===== config.mk =====
export PLATFORM = sky130hd
export DESIGN_NAME = bus_arbiter
export DESIGN_NICKNAME = d
export VERILOG_FILES = /design/src/rtl/bus_arbiter.sv
export SDC_FILE = /design/constraint.sdc
export NUM_CORES = 1
export LEC_CHECK = 0
export ABC_CLOCK_PERIOD_IN_PS = 2200
export BUFFER_PORTS_ARGS = -buffer_cell sky130_fd_sc_hd__buf_2
export CELL_PAD_IN_SITES_DETAIL_PLACEMENT = 0
export CELL_PAD_IN_SITES_GLOBAL_PLACEMENT = 1
export CORE_MARGIN = 3
export CORE_UTILIZATION = 30
export CTS_CLUSTER_SIZE = 10
export DETAILED_ROUTE_END_ITERATION = 16
export PLACE_DENSITY_LB_ADDON = 0.15
export SLEW_MARGIN = 30
export SYNTH_ARGS = -nofsm -noshare
export SYNTH_HDL_FRONTEND = slang
export SYNTH_SLANG_ARGS = --single-unit

===== constraint.sdc =====
create_clock -name clk -period 2.2 [get_ports clk]
set_input_delay 0.22 -clock clk [delete_from_list [all_inputs] [get_ports clk]]
set_output_delay 0.22 -clock clk [all_outputs]
set_load 0.1 [all_outputs]

===== src/rtl/bus_arbiter.sv =====
// Arbitrates the instruction-fetch and load/store requesters onto one shared bus port.
// At most one transaction is in flight. Data has fixed priority over fetches.
module bus_arbiter (
  input  logic        clk,
  input  logic        rst,
  input  logic        inst_en,
  input  logic [31:0] inst_addr,
  output logic [31:0] inst_rdata,
  output logic        i_stall,
  input  logic        data_en,
  input  logic [3:0]  data_wen,
  input  logic [1:0]  data_size,
  input  logic [31:0] data_addr,
  input  logic [31:0] data_wdata,
  output logic [31:0] data_rdata,
  output logic        d_stall,
  input  logic        pipe_stall,
  input  logic        flush,
  output logic        bus_req,
  output logic        bus_wr,
  output logic [1:0]  bus_size,
  output logic [31:0] bus_addr,
  output logic [31:0] bus_wdata,
  input  logic        bus_addr_ok,
  input  logic        bus_data_ok,
  input  logic [31:0] bus_rdata
);

  typedef enum logic [2:0] {IDLE, I_ADDR, I_DATA, D_ADDR, D_DATA} arbState_t;

  arbState_t state, nextState;
  logic      iDone, dDone, discard;
  logic      launchData, launchInst, keepResult;

  // NOTE: every signal written below gets a default first, so no path leaves one unassigned and no latch is inferred.
  always_comb begin
    launchData = 1'b0;
    launchInst = 1'b0;
    keepResult = 1'b0;
    nextState  = state;
    unique case (state)
      IDLE: begin
        launchData = data_en && !dDone && !flush;
        launchInst = !launchData && inst_en && !iDone && !flush;
        if (launchData)      nextState = D_ADDR;
        else if (launchInst) nextState = I_ADDR;
      end
      I_ADDR: if (bus_addr_ok) nextState = I_DATA;
      D_ADDR: if (bus_addr_ok) nextState = D_DATA;
      I_DATA, D_DATA: begin
        // A flush arriving in the very cycle of the return also discards it.
        keepResult = bus_data_ok && !discard && !flush;
        if (bus_data_ok) nextState = IDLE;
      end
      default: nextState = IDLE;
    endcase
  end

  // NOTE: state registers use non-blocking assignments so every register samples pre-edge values.
  always_ff @(posedge clk) begin
    if (rst) state <= IDLE;
    else     state <= nextState;
  end

  always_ff @(posedge clk) begin
    if (rst) begin
      iDone      <= 1'b0;
      dDone      <= 1'b0;
      discard    <= 1'b0;
      inst_rdata <= '0;
      data_rdata <= '0;
    end else begin
      if (keepResult && state == I_DATA) iDone <= 1'b1;
      else if (flush || !pipe_stall)     iDone <= 1'b0;
      if (keepResult && state == D_DATA) dDone <= 1'b1;
      else if (flush || !pipe_stall)     dDone <= 1'b0;
      if (keepResult && state == I_DATA)            inst_rdata <= bus_rdata;
      if (keepResult && state == D_DATA && !bus_wr) data_rdata <= bus_rdata;
      discard <= (nextState != IDLE) && (discard || flush);
    end
  end

  // Bus attributes are captured at launch and held for the whole transaction.
  always_ff @(posedge clk) begin
    if (rst) begin
      bus_wr    <= 1'b0;
      bus_size  <= 2'd0;
      bus_addr  <= '0;
      bus_wdata <= '0;
    end else if (launchData) begin
      bus_wr    <= |data_wen;
      bus_size  <= data_size;
      bus_addr  <= data_addr;
      bus_wdata <= data_wdata;
    end else if (launchInst) begin
      bus_wr    <= 1'b0;
      bus_size  <= 2'd2;
      bus_addr  <= inst_addr;
      bus_wdata <= '0;
    end
  end

  assign bus_req = (state == I_ADDR) || (state == D_ADDR);
  assign i_stall = inst_en && !iDone;
  assign d_stall = data_en && !dDone;

endmodule

==> run metrics <==
post-cts sizing count=0; Slew @ Worst Pin=between 0.5 and 0.6 ns; Starting Density=31.0%; async set-reset flop share out of synthesis=0%; total CTS buffers=17; GR Overflow Total=0; WS Path Type=flip-flop to flip-flop; layout cell share with drive strength beyond 1=roughly two fifths; top_reg_cell synth=dfxtp_1; count leader, synth=dfxtp_1; number of port buffers=275; cell chain of the critical path=or3b_1 -> or3_1 -> buf_4 -> nand2_1 -> a21oi_1; post-synthesis cell count=581; pre-CTS setup slack=between 0.2 and 0.3 ns; Setup TNS=0 ns; Arrival @ worst endpoint=2.19 ns; P per Cell Area=968 nW/µm²; # hold bufs at CTS=0; Slowest cell on crit path=dfxtp_1; Hold Crit Class=input pin to flip-flop; via count=5,106; initial antenna violation count=4; Flop pwr share=a little under two fifths; drt total wl=16,400 µm; synthesized area=4980 µm²; startpoint type of the worst setup path=flip-flop; FF-to-FF path depth=5; setup violators final=0; Die ar.=around 18,000 µm²; largest stage delay on the critical path=0.52 ns; Worst-Skew Late Latency=0.41 ns; drt via density=around 4.8; Clock Path Buffers=2; Critical Path End Type=flip-flop; final antenna-violating net count=0; chip height=135 µm; crit path to=data_rdata[28]$_SDFFE_PP0P_; NumNets Final=about 1,000; CTS clk-pin slew, worst paths=0.06 ns; status=finished clean; Root Buffer=clkbuf_16; Synth Register Bits=137; Max Freq=520 MHz; worst reg2reg path endpoint=data_rdata[28]$_SDFFE_PP0P_; final worst-path cycle share=just under 90%; Max Clock Skew=between 0.008 and 0.009 ns; final hold vios=0; global-route wire length before repair=approximately 26,000 µm; Post-synth EDFFs=0; sequential fraction of the synthesis area=55.1%; DR WL/cell=between 15 and 20 µm; Area growth syn-to-layout=44.2%; top area cells in the synthesized netlist=dfxtp_1, nand2_1, a21oi_1, nor2_1, a22oi_1; required time of the critical path=2.47 ns; H-tree Lvls=4; Yosys warnings=0; drt pass-1 iters=6; num rows=46; P_leak=3.22 nW; clock share of power=about two fifths; Max Cap Viol=0; CP Launch Point=state[2]$_SDFF_PP0_; Initial DRC Count=249; largest net degree at the start of global routing=50; Syn Area/Cell=8.57 µm²; cell internal pwr=between 4 and 5 mW; Global Route Usage Sum=17.8%; GPL Wtd Cong=0.793; Final Critical Period=between 1.5 and 2 ns; Yosys top cell area share=55.1%; worst r2r src=state[2]$_SDFF_PP0_; RSZ-0062 raised after global routing=no; DRC violations left=0; IO Pins=~280; switch share=between 30% and 40%; Max IR drop VDD=0.000493 V; Core Region=16,100 µm²; CP Max Fanout=32; CTS tree=yes; Yosys top cell by area=dfxtp_1; vias in the first global route=5,167; post-CTS setup buffer count=0; Setup WS post-layout=0.278 ns; Post-DP HPWL=~12,000 µm; Comb power frac=20.7%; Slew HR=64.9%; Switch Pwr=2.19 mW; R2R setup slack=0.28 ns; Chip Width=135 µm; Slew Limit Fails=0; post-synthesis cell type count=31; clk sink count=137; synth cell count leaders=dfxtp_1, nand2_1, nor2_1, a21oi_1; Post-Synthesis Net Count=723
==> final cells by class <==
class,instances,area [µm²]
inverter,2,7.51
sequential,137,2740
antenna,3,7.51
fill,1625,8880
timing repair buffer,291,1550
tap,216,270
clock buffer,22,474
clock inverter,8,120
multi-input combinational,392,2010
==> cell usage in the layout (no fill, tap or decap), drive strengths merged, types with 2 or more instances in the layout <==
cell      count
buf         291
clkbuf       22
diode         3
nand2b        2
a211oi       32
nand2       133
a21oi        68
clkinvlp      2
a22oi        33
nor2b         3
dfxtp       137
clkinv        3
nor2         72
inv           2
o22ai        33
or3b          2
bufinv        3
==> worst min-delay path by stage <==
stage,start,end,slack (ns),cells after the start
floorplan,bus_rdata[10],inst_rdata[10]$_SDFFE_PP0P_,0.36,2
CTS,data_wdata[27],bus_wdata[27]$_SDFFE_PP0P_,0.04,3
global route,bus_rdata[0],inst_rdata[0]$_SDFFE_PP0P_,0.04,3
detailed placement,data_rdata[22]$_SDFFE_PP0P_,data_rdata[22]$_SDFFE_PP0P_,0.45,2
global placement,data_rdata[1]$_SDFFE_PP0P_,data_rdata[1]$_SDFFE_PP0P_,0.44,2
finish,data_wdata[27],bus_wdata[27]$_SDFFE_PP0P_,0.06,3
==> registers in the layout, summed over array words and instances, names as in the netlist <==
signal and cells:
bus_addr 32, bus_size 2, bus_wdata 32, bus_wr 1, dDone 1, data_rdata 32, discard 1, iDone 1
inst_rdata 32, state 3
==> metrics by stage <==
stage | cells | hold slack, ns | utilization, % | area, µm² | power (mW)
final | 1071 | 0.0565 | 44.7 | 7180 | 6.96
after global routing | 1070 | 0.0426 | 44.7 | 7180 | 7.23
after CTS | 1068 | 0.0361 | 44.7 | 7170 | 7.05
after detailed placement | 1038 | 0.447 | 41.0 | 6580 | 4.16
after global placement | 1038 | 0.439 | 41.0 | 6580 | 4.15
after floorplan | 581 | 0.356 | - | 4980 | 3.81
==> per-layer routing <==
metal  global-route usage [%]  vias up  share of wire [%]
met1                     21.3     2338                 41
li1                         -     2533                  -
met2                     29.1      204                 48
met5                        0        -               0.13
met3                     6.63       27                8.9
met4                     6.73        4                2.0
==> cell families after synthesis <==
logic type	Yosys count	synth area share [%]
AO/OA/AOI/OAI	173	21.9
buffers and inverters	52	5.03
flip-flops	137	55.1
AND/OR/NAND/NOR	219	18.0
==> worst max-delay path, delay by kind of cell (launching register included) <==
kind	cells	cell delay (ns)
AO/OA/AOI/OAI	1	0.07
buffers and inverters	1	0.26
AND/OR/NAND/NOR	3	0.94
flip-flops	1	0.52
==> power groups by stage <==
stage	Combinational (mW)	Sequential (mW)	Clock, mW
floorplan	0.344	3.46	0
global route	1.52	2.67	3.04
finish	1.44	2.66	2.86
global placement	1.44	2.70	0
detailed placement	1.45	2.71	0
CTS	1.45	2.66	2.94
Note: power is estimated with default switching activity, not from simulation.
